File: src/rtl/mem_port_arbiter_if.sv
// Bundles the requestor-side and cache-side signals of the N-port memory arbiter.
// The slave modport is the arbiter; master is whatever drives requests and cache responses.
interface mem_port_arbiter_if #(
    parameter int unsigned NUM_PORTS  = 2,
    parameter int unsigned ADDR_WIDTH = 16,
    parameter int unsigned DATA_WIDTH = 16,
    parameter int unsigned MASK_WIDTH = 2
);
    logic [NUM_PORTS-1:0]            req_read;
    logic [NUM_PORTS-1:0]            req_write;
    logic [NUM_PORTS*ADDR_WIDTH-1:0] req_address;
    logic [NUM_PORTS*DATA_WIDTH-1:0] req_wdata;
    logic [NUM_PORTS*MASK_WIDTH-1:0] req_wmask;
    logic [NUM_PORTS-1:0]            req_resp;
    logic [DATA_WIDTH-1:0]           req_rdata;
    logic [NUM_PORTS-1:0]            grant;
    logic                            busy;
    logic                            mem_read;
    logic                            mem_write;
    logic [ADDR_WIDTH-1:0]           mem_address;
    logic [DATA_WIDTH-1:0]           mem_wdata;
    logic [MASK_WIDTH-1:0]           mem_byte_enable;
    logic                            mem_resp;
    logic [DATA_WIDTH-1:0]           mem_rdata;

    modport master (
        output req_read, req_write, req_address, req_wdata, req_wmask, mem_resp, mem_rdata,
        input  req_resp, req_rdata, grant, busy, mem_read, mem_write, mem_address, mem_wdata,
               mem_byte_enable
    );

    modport slave (
        input  req_read, req_write, req_address, req_wdata, req_wmask, mem_resp, mem_rdata,
        output req_resp, req_rdata, grant, busy, mem_read, mem_write, mem_address, mem_wdata,
               mem_byte_enable
    );
endinterface

File: src/rtl/mem_port_arbiter.sv
// Serialises N requestor ports onto one cache port with a registered grant held for the
// whole transaction; fixed-priority or round-robin selection.
module mem_port_arbiter #(
    parameter int unsigned NUM_PORTS  = 2,
    parameter int unsigned ADDR_WIDTH = 16,
    parameter int unsigned DATA_WIDTH = 16,
    parameter int unsigned MASK_WIDTH = 2,
    parameter int unsigned RR_MODE    = 0
) (
    input logic clk,
    input logic reset,
    mem_port_arbiter_if.slave bus
);
    localparam int unsigned IDX_W = (NUM_PORTS > 1) ? $clog2(NUM_PORTS) : 1;

    typedef enum logic {StIdle, StBusy} state_e;

    state_e                 state_q, state_d;
    logic [NUM_PORTS-1:0]   grant_q, grant_d;
    logic [IDX_W-1:0]       ptr_q, ptr_d;
    logic                   read_q, read_d;
    logic                   write_q, write_d;
    logic [ADDR_WIDTH-1:0]  addr_q, addr_d;
    logic [DATA_WIDTH-1:0]  wdata_q, wdata_d;
    logic [MASK_WIDTH-1:0]  mask_q, mask_d;

    logic [NUM_PORTS-1:0]   active;
    logic [IDX_W-1:0]       fix_idx, rr_idx, win_idx, gnt_idx;
    int unsigned            j;

    // Winner selection and encoding of the held grant.
    always_comb begin
        active  = bus.req_read | bus.req_write;
        fix_idx = '0;
        rr_idx  = '0;
        gnt_idx = '0;
        j       = 0;
        // Descending scans so the last hit is the lowest index / nearest to the pointer.
        for (int i = int'(NUM_PORTS) - 1; i >= 0; i--) begin
            if (active[i]) fix_idx = IDX_W'(i);
        end
        for (int k = int'(NUM_PORTS) - 1; k >= 0; k--) begin
            j = (int'(ptr_q) + k) % NUM_PORTS;
            if (active[j]) rr_idx = IDX_W'(j);
        end
        for (int i = 0; i < int'(NUM_PORTS); i++) begin
            if (grant_q[i]) gnt_idx = IDX_W'(i);
        end
        win_idx = (RR_MODE != 0) ? rr_idx : fix_idx;
    end

    always_comb begin
        state_d = state_q;
        grant_d = grant_q;
        ptr_d   = ptr_q;
        read_d  = read_q;
        write_d = write_q;
        addr_d  = addr_q;
        wdata_d = wdata_q;
        mask_d  = mask_q;
        unique case (state_q)
            StIdle: begin
                if (|active) begin
                    state_d = StBusy;
                    grant_d = NUM_PORTS'(1) << win_idx;
                    write_d = bus.req_write[win_idx];
                    read_d  = bus.req_read[win_idx] & ~bus.req_write[win_idx];
                    addr_d  = bus.req_address[int'(win_idx)*ADDR_WIDTH +: ADDR_WIDTH];
                    wdata_d = bus.req_wdata[int'(win_idx)*DATA_WIDTH +: DATA_WIDTH];
                    mask_d  = bus.req_wmask[int'(win_idx)*MASK_WIDTH +: MASK_WIDTH];
                end
            end
            StBusy: begin
                if (bus.mem_resp) begin
                    state_d = StIdle;
                    grant_d = '0;
                    read_d  = 1'b0;
                    write_d = 1'b0;
                    if (RR_MODE != 0) ptr_d = IDX_W'((int'(gnt_idx) + 1) % NUM_PORTS);
                end
            end
            default: state_d = StIdle;
        endcase
    end

    always_ff @(posedge clk) begin
        if (reset) begin
            state_q <= StIdle;
            grant_q <= '0;
            ptr_q   <= '0;
            read_q  <= 1'b0;
            write_q <= 1'b0;
            addr_q  <= '0;
            wdata_q <= '0;
            mask_q  <= '0;
        end else begin
            state_q <= state_d;
            grant_q <= grant_d;
            ptr_q   <= ptr_d;
            read_q  <= read_d;
            write_q <= write_d;
            addr_q  <= addr_d;
            wdata_q <= wdata_d;
            mask_q  <= mask_d;
        end
    end

    // Gate with reset so an abandoned access never completes on the requestor side.
    assign bus.req_resp = grant_q &
                          {NUM_PORTS{bus.mem_resp & (state_q == StBusy) & ~reset}};
    assign bus.req_rdata       = bus.mem_rdata;
    assign bus.grant           = grant_q;
    assign bus.busy            = (state_q == StBusy);
    assign bus.mem_read        = read_q;
    assign bus.mem_write       = write_q;
    assign bus.mem_address     = addr_q;
    assign bus.mem_wdata       = wdata_q;
    assign bus.mem_byte_enable = mask_q;
endmodule

File: src/flat_wrapper.sv
// flat-port wrapper written by rule: the top's interface ports become plain ports
module mem_port_arbiter_flat 
#(
    parameter int unsigned NUM_PORTS  = 2,
    parameter int unsigned ADDR_WIDTH = 16,
    parameter int unsigned DATA_WIDTH = 16,
    parameter int unsigned MASK_WIDTH = 2,
    parameter int unsigned RR_MODE    = 0
)
  (clk, reset, bus_req_read, bus_req_write, bus_req_address, bus_req_wdata, bus_req_wmask, bus_mem_resp, bus_mem_rdata, bus_req_resp, bus_req_rdata, bus_grant, bus_busy, bus_mem_read, bus_mem_write, bus_mem_address, bus_mem_wdata, bus_mem_byte_enable);
  mem_port_arbiter_if #(.NUM_PORTS(NUM_PORTS), .ADDR_WIDTH(ADDR_WIDTH), .DATA_WIDTH(DATA_WIDTH), .MASK_WIDTH(MASK_WIDTH)) bus_i ();
  input logic clk;
  input logic reset;
  input wire logic [$bits(bus_i.req_read)-1:0] bus_req_read;
  input wire logic [$bits(bus_i.req_write)-1:0] bus_req_write;
  input wire logic [$bits(bus_i.req_address)-1:0] bus_req_address;
  input wire logic [$bits(bus_i.req_wdata)-1:0] bus_req_wdata;
  input wire logic [$bits(bus_i.req_wmask)-1:0] bus_req_wmask;
  input wire logic [$bits(bus_i.mem_resp)-1:0] bus_mem_resp;
  input wire logic [$bits(bus_i.mem_rdata)-1:0] bus_mem_rdata;
  output wire logic [$bits(bus_i.req_resp)-1:0] bus_req_resp;
  output wire logic [$bits(bus_i.req_rdata)-1:0] bus_req_rdata;
  output wire logic [$bits(bus_i.grant)-1:0] bus_grant;
  output wire logic [$bits(bus_i.busy)-1:0] bus_busy;
  output wire logic [$bits(bus_i.mem_read)-1:0] bus_mem_read;
  output wire logic [$bits(bus_i.mem_write)-1:0] bus_mem_write;
  output wire logic [$bits(bus_i.mem_address)-1:0] bus_mem_address;
  output wire logic [$bits(bus_i.mem_wdata)-1:0] bus_mem_wdata;
  output wire logic [$bits(bus_i.mem_byte_enable)-1:0] bus_mem_byte_enable;
  assign bus_i.req_read = bus_req_read;
  assign bus_i.req_write = bus_req_write;
  assign bus_i.req_address = bus_req_address;
  assign bus_i.req_wdata = bus_req_wdata;
  assign bus_i.req_wmask = bus_req_wmask;
  assign bus_i.mem_resp = bus_mem_resp;
  assign bus_i.mem_rdata = bus_mem_rdata;
  assign bus_req_resp = bus_i.req_resp;
  assign bus_req_rdata = bus_i.req_rdata;
  assign bus_grant = bus_i.grant;
  assign bus_busy = bus_i.busy;
  assign bus_mem_read = bus_i.mem_read;
  assign bus_mem_write = bus_i.mem_write;
  assign bus_mem_address = bus_i.mem_address;
  assign bus_mem_wdata = bus_i.mem_wdata;
  assign bus_mem_byte_enable = bus_i.mem_byte_enable;
  mem_port_arbiter #(.NUM_PORTS(NUM_PORTS), .ADDR_WIDTH(ADDR_WIDTH), .DATA_WIDTH(DATA_WIDTH), .MASK_WIDTH(MASK_WIDTH), .RR_MODE(RR_MODE)) u_core (.clk(clk), .reset(reset), .bus(bus_i));
endmodule
File: config.mk
export PLATFORM = sky130hd
export DESIGN_NAME = mem_port_arbiter_flat
export DESIGN_NICKNAME = d
export VERILOG_FILES = /design/src/rtl/mem_port_arbiter_if.sv /design/src/rtl/mem_port_arbiter.sv /design/src/flat_wrapper.sv
export SDC_FILE = /design/constraint.sdc
export NUM_CORES = 1
export LEC_CHECK = 0
export BUFFER_PORTS_ARGS = -buffer_cell sky130_fd_sc_hd__buf_2
export CORE_UTILIZATION = 44
export DETAILED_ROUTE_END_ITERATION = 7
export HOLD_SLACK_MARGIN = 0.03
export PLACE_DENSITY_LB_ADDON = 0.25
export SYNTH_ARGS = -nofsm -noshare
export SYNTH_HDL_FRONTEND = slang
export SYNTH_SLANG_ARGS = --single-unit
File: constraint.sdc
create_clock -name clk -period 3.7 [get_ports clk]
set_input_delay 0.37 -clock clk [delete_from_list [all_inputs] [get_ports clk]]
set_output_delay 0.37 -clock clk [all_outputs]
set_load 0.03 [all_outputs]
==> flow_summary_export.csv, run 1 <==
group,metric,value,unit
synthesis,synthArstFlopShare,0,%
timing,minimum_setup_slack_in_the_final_design,1.93,ns
synthesis,post_synth_instance_area,2050,um^2
synthesis,synth_area_leaders,"dfxtp_1, a311oi_1, nand3_1",
clock_network,ctsHoldBuffers,0,
grt,antenna_violations_before_repair,0,
place,dpl_worst_slack,1.70,ns
synthesis,yosysWarnings,0,
synthesis,yosys.area.top_type_share,38.1,%
grt,grt_start_max_net_pins,41,
clock_network,cts.sink_count,39,
critical_path,path_cells,"nand2_1, nor3b_1, buf_2",
power_and_ir_drop,fin_total_pwr,1.06,mW
synthesis,register_area_share_after_synthesis,38.1,%
synthesis,synth_area_leader_cell,"dfxtp_1",
grt,grt_pass1_wl,9230,um
critical_path,worstPathArrival,1.40,ns
cells_and_area,proportion_of_layout_cells_with_a_drive_suffix_above_1,42.2,%
clock_network,clk_path_buf_depth,2,
critical_path,crit_path_end_kind,"output pin",
die,die_area,4930,um^2
timing,final-max-slew-violation-count,0,
detailed_routing,count_of_tritonroute_iterations_in_the_first_routing_pass,4,
die,placement_rows,24,
synthesis,netlist_top_cells_count,"dfxtp_1, nand3_1, o21ai_0",
power_and_ir_drop,total_leakage_power,1.10,nW
timing,post_route_fraction_of_the_period_consumed_by_the_critical_path,47.8,%
status,run_status,"completed",
clock_network,cts.repair_timing.setup_buffer_count,0,
cells_and_area,final_net_count,416,
die,fp.dieW,70.2,um
detailed_routing,detailroute.via_count,2231,
clock_network,clock_latency_at_the_later_pin_of_the_worst_skew_pair,0.29,ns
detailed_routing,detail-route-antenna-nets,0,
timing,setup_total_negative_slack,0,ns
min_path,holdCritPathClass,"input pin to register",
die,floorplan.initialDensity,46.4,%
synthesis,net_count_after_synthesis,336,
detailed_routing,routed_wire_length_per_instance,15.6,um
critical_path,max_stage_delay,0.49,ns
clock_network,worst_setup_hold_path_clk_slew,0.08,ns
synthesis,synth_ff_type,"dfxtp_1",
synthesis,cell_with_the_most_instances_after_synthesis,"dfxtp_1",
clock_network,cts-resized-gates,0,
cells_and_area,antenna_cells_inserted,0,
detailed_routing,postRouteWirelength,5880,um
clock_network,htreeDepth,2,
grt,via_count_of_the_first_global_routing_pass,2027,
die,core,4410,um^2
grt,globalRoute.totalOverflow,0,
timing,fmax_achieved,566,MHz
timing,finalHoldViolCount,0,
power_and_ir_drop,peakVddDrop,0.000203,V
timing,worst_clock_skew,0.00560,ns
synthesis,postSynthCellCount,245,
detailed_routing,drcViolationCount,0,
clock_network,root_buffer,"clkbuf_8",
critical_path,critPathRequiredTime,3.33,ns
detailed_routing,first_iter_violations,165,
detailed_routing,vias_per_cell,5.92,
timing,rsz_0062_raised_after_global_routing,"false",
critical_path,worstSetupPathType,"register to output pin",
grt,grt_use_total,23.0,%
power_and_ir_drop,power_density,419,nW/um^2
place,port_buffer_count,115,
timing,timing.final.crit_period,1.77,ns
die,die_h,70.2,um
timing,slew_headroom,22.0,%
timing,final_number_of_setup_violating_endpoints,0,
die,boundaryPins,148,
synthesis,syn-mean-instance-area,8.36,um^2
synthesis,synth.lib_cells_used.distinct,25,
critical_path,cpMaxStageDelayCell,"dfxtp_1",
critical_path,critical_path_launch_point_type,"register",
cells_and_area,layout-area-overhead-vs-synth,23.5,%
synthesis,synth-edff-count,0,
flow_run,timing.max_cap.violations,0,
critical_path,critical_path_peak_fanout,9,
place,hpwlAfterDp,3680,um
timing,worst_pin_slew,1.17,ns
clock_network,number_of_clock_buffers_inserted_by_tritoncts,5,
synthesis,yosys_register_bits,39,
clock_network,cts_tree,"built",
place,gp_routability_congestion,0.741,
[metal layers]
| metal | vias up | wire length [um] | track usage, % | share of wire, % |
|---|---|---|---|---|
| met2 | 118 | 2890 | 40.2 | 49 |
| li1 | 1078 | - | - | - |
| met4 | 0 | 58 | 6.44 | 0.99 |
| met5 | - | 0 | 0 | 0 |
| met3 | 6 | 457 | 5.05 | 7.8 |
| met1 | 1029 | 2470 | 28.1 | 42 |
[placed cells by master (no fill, tap or decap), types with 3 or more instances in the layout]
| master | synthesis | layout |
|---|---|---|
| clkbuf_8 | 0 | 6 |
| o21ai_0 | 35 | 35 |
| a21oi_2 | 6 | 6 |
| dfxtp_1 | 39 | 39 |
| o211ai_1 | 3 | 3 |
| buf_2 | 10 | 115 |
| nand3_1 | 35 | 35 |
| a311oi_1 | 34 | 34 |
| nor2_2 | 1 | 3 |
| buf_4 | 16 | 3 |
| a21oi_1 | 32 | 32 |
[layout make-up]
cell class / instances / area [um^2]
clock buffers: 6 / 82.6
clock inverters: 1 / 5.00
fillers: 431 / 1880
inverters: 1 / 3.75
multi-input cells: 160 / 995
flip-flops and latches: 39 / 781
well taps: 52 / 65.1
repair buffers: 118 / 598
[worst max-delay path, delay by kind of cell, from the launching register on]
kind / cells / cell delay [ns]
flip-flops: 1 / 0.49
AND/OR/NAND/NOR: 2 / 0.39
buffers and inverters: 1 / 0.23
[path summary, 6_finish.rpt]
path,from,to,depth (start not counted),slack (ns)
max reg2reg,u_core.bus.busy,u_core.bus.mem_address[11],3,2.01
min,bus_req_wmask[3],u_core.bus.mem_byte_enable[1],3,0.35
max,u_core.bus.busy,bus_req_resp[1],3,1.93
min reg2reg,u_core.bus.mem_write,u_core.bus.mem_write,1,0.50
[registers in the layout, indices dropped and copies added (netlist names)]
signal / count
u_core.bus.busy: 1
u_core.bus.mem_write: 1
u_core.bus.grant: 2
u_core.bus.mem_wdata: 16
u_core.bus.mem_address: 16
u_core.bus.mem_read: 1
u_core.bus.mem_byte_enable: 2
[power breakdown]
| group | leakage (nW) | switching [mW] | total, mW | internal, mW |
|---|---|---|---|---|
| Sequential | 0.324 | 0.0220 | 0.481 | 0.459 |
| Combinational | 0.727 | 0.188 | 0.287 | 0.0987 |
| Clock | 0.0470 | 0.147 | 0.293 | 0.146 |
| Total | 1.10 | 0.357 | 1.06 | 0.704 |
[through the flow]
| step | instances | utilization, % | hold WS (ns) | instance area, um^2 |
|---|---|---|---|---|
| 3_3_place_gp | 370 | 55.3 | 0.481 | 2440 |
| 6_report | 377 | 57.3 | 0.347 | 2530 |
| 4_1_cts | 377 | 57.3 | 0.345 | 2530 |
| 3_5_place_dp | 370 | 55.3 | 0.484 | 2440 |
| 5_1_grt | 377 | 57.3 | 0.353 | 2530 |
| 2_1_floorplan | 245 | - | 0.540 | 2050 |
[kinds of logic (layout without fill, tap and decap cells)]
| group | after synthesis | count (layout) | share of synthesized area (%) |
|---|---|---|---|
| flops | 39 | 39 | 38.1 |
| buf+inv | 46 | 126 | 13.6 |
| compound gates | 112 | 112 | 35.4 |
| simple gates | 48 | 48 | 12.9 |
(Power assumes the default switching activity.)
==> inputs of run 2 (changes only) <==
--- a/config.mk
+++ b/config.mk
@@ -6,7 +6,7 @@
 export NUM_CORES = 1
 export LEC_CHECK = 0
 export BUFFER_PORTS_ARGS = -buffer_cell sky130_fd_sc_hd__buf_2
-export CORE_UTILIZATION = 44
+export CORE_UTILIZATION = 41
 export DETAILED_ROUTE_END_ITERATION = 7
 export HOLD_SLACK_MARGIN = 0.03
 export PLACE_DENSITY_LB_ADDON = 0.25
==> constraint.sdc (replaced) <==
create_clock -name clk -period 1.8 [get_ports clk]
set_input_delay 0.18 -clock clk [delete_from_list [all_inputs] [get_ports clk]]
set_output_delay 0.18 -clock clk [all_outputs]
set_load 0.03 [all_outputs]
==> run 2 against run 1 <==
Power increased by 110%. Clock power increased by 92%. Critical path depth did not move. Final cell count is 7.2% higher. Combinational power rose by 120%. Register-to-register slack got worse by 1.5 ns. Global-route usage about the same. Highest routed layer unchanged.
==> flow_summary_export.csv, run 2 (synthesis results as in run 1) <==
group,metric,value,unit
critical_path,r2r.worst_path.cells,4,
critical_path,worstReg2RegEnd,"u_core.bus.mem_wdata[5]",
clock_network,cts-resized-gates,0,
timing,setup_total_negative_slack,0,ns
timing,final-max-slew-violation-count,0,
clock_network,htreeDepth,2,
critical_path,max_stage_delay,0.51,ns
detailed_routing,routed_wire_length_per_instance,15.2,um
detailed_routing,detail-route-antenna-nets,0,
grt,grt_start_max_net_pins,36,
clock_network,cts.sink_count,39,
min_path,holdPathStages,3,
flow_run,timing.max_cap.violations,0,
critical_path,critical_path_peak_fanout,9,
cells_and_area,finalNonFillerCells,404,
grt,grt_use_total,23.0,%
die,boundaryPins,148,
cells_and_area,share_of_the_core_filled_with_cells_in_the_final_layout,55.7,%
place,port_buffer_count,115,
grt,antenna_violations_before_repair,0,
die,die_area,5280,um^2
detailed_routing,postRouteWirelength,6140,um
die,die_h,72.7,um
critical_path,path_cells,"nand2_1, nor3b_1, buf_2",
timing,timing.final.crit_period,1.60,ns
cells_and_area,fill_cells,474,
grt,via_count_of_the_first_global_routing_pass,2050,
clock_network,clk_path_buf_depth,2,
clock_network,clock_latency_at_the_later_pin_of_the_worst_skew_pair,0.28,ns
timing,post_route_fraction_of_the_period_consumed_by_the_critical_path,89.1,%
place,hpwlAfterDp,4140,um
critical_path,critPathRequiredTime,1.62,ns
cells_and_area,proportion_of_layout_cells_with_a_drive_suffix_above_1,43.6,%
place,gp_routability_congestion,0.727,
cells_and_area,layout-area-overhead-vs-synth,29.4,%
detailed_routing,first_iter_violations,138,
timing,worst_clock_skew,0.00286,ns
critical_path,cpMaxStageDelayCell,"dfxtp_1",
status,run_status,"completed",
cells_and_area,antenna_cells_inserted,0,
cells_and_area,multiInputGateArea,995,um^2
clock_network,cts.repair_timing.setup_buffer_count,0,
timing,rsz_0062_raised_after_global_routing,"false",
clock_network,root_buffer,"clkbuf_8",
timing,finalHoldViolCount,0,
detailed_routing,detailroute.via_count,2278,
timing,worst_pin_slew,0.697,ns
cells_and_area,final_net_count,427,
cells_and_area,final_common_cell,"buf_2",
timing,final_number_of_setup_violating_endpoints,0,
die,floorplan.initialDensity,43.1,%
critical_path,r2r_slack,0.48,ns
cells_and_area,seq_area,781,um^2
critical_path,regToRegStartpoint,"u_core.bus.busy",
min_path,holdCritPathClass,"input pin to register",
min_path,hp-start,"bus_req_address[27]",
timing,fmax_achieved,624,MHz
critical_path,worstSetupPathType,"register to output pin",
clock_network,cts_tree,"built",
critical_path,worstPathArrival,1.42,ns
detailed_routing,vias_per_cell,5.64,
detailed_routing,drcViolationCount,0,
place,placed_cells_incl_taps,396,
die,core,4750,um^2
grt,grt_pass1_wl,9630,um
power_and_ir_drop,total_leakage_power,1.16,nW
place,dpl_worst_slack,0.297,ns
min_path,min_to,"u_core.bus.mem_address[11]",
cells_and_area,most-common-layout-cells,"buf_2, dfxtp_1, nand3_1, o21ai_0, a311oi_1",
die,placement_rows,25,
critical_path,crit_path_end_kind,"output pin",
grt,globalRoute.totalOverflow,0,
critical_path,critical_path_launch_point_type,"register",
power_and_ir_drop,peakVddDrop,0.000301,V
clock_network,ctsHoldBuffers,0,
power_and_ir_drop,power_density,822,nW/um^2
die,fp.dieW,72.7,um
timing,slew_headroom,53.5,%
clock_network,number_of_clock_buffers_inserted_by_tritoncts,5,
timing,minimum_setup_slack_in_the_final_design,0.197,ns
detailed_routing,count_of_tritonroute_iterations_in_the_first_routing_pass,5,
clock_network,worst_setup_hold_path_clk_slew,0.07,ns
run 2: changes by cell type in the layout (fill, tap and decap cells not counted):
cell	before	now
buf_4	3	12
buf_12	0	2
clkbuf_8	6	5
clkbuf_1	0	2
run 2: report_power, final:
| part | internal, mW | switching (mW) | total [mW] |
|---|---|---|---|
| clock | 0.272 | 0.292 | 0.564 |
| sequential | 0.944 | 0.0469 | 0.991 |
| combinational | 0.228 | 0.395 | 0.622 |
| total | 1.44 | 0.733 | 2.18 |
run 2: stage by stage:
step	hold WS [ns]	area [um^2]	power (mW)
final	0.164	2650	2.18
after global routing	0.158	2650	2.29
after CTS	0.154	2650	2.19
after detailed placement	0.360	2570	1.63
after global placement	0.360	2570	1.63
after floorplan	0.350	2050	1.46
run 2: metal layers:
| metal | vias up | GRT usage (%) | share of wire, % |
|---|---|---|---|
| li1 | 1098 | - | - |
| met1 | 1065 | 29.9 | 44 |
| met2 | 103 | 38.1 | 48 |
| met3 | 12 | 4.14 | 6.2 |
| met4 | 0 | 8.71 | 1.2 |
| met5 | - | 0 | 0 |
run 2: worst max-delay path by stage:
stage	from	slack [ns]	end
2_1_floorplan	u_core.bus.busy	0.04	bus_req_resp[0]
3_3_place_gp	bus_req_write[1]	0.33	u_core.bus.mem_address[10]
3_5_place_dp	bus_req_read[1]	0.30	u_core.bus.mem_wdata[5]
4_1_cts	u_core.bus.busy	0.19	bus_req_resp[1]
5_1_grt	u_core.bus.busy	0.08	bus_req_resp[0]
6_report	u_core.bus.busy	0.20	bus_req_resp[1]
run 2: final cells by class:
type,count,area share [%]
multi-input combinational,160,37.5
clock inverter,1,0.189
timing repair buffer,129,26.6
inverter,1,0.142
clock buffer,7,2.88
sequential,39,29.5
tap,67,3.16
run 2: critical path: cells and delay by family (launching register included):
family        cells  cell delay (ns)
flops             1             0.51
simple gates      2             0.41
buf+inv           1             0.22
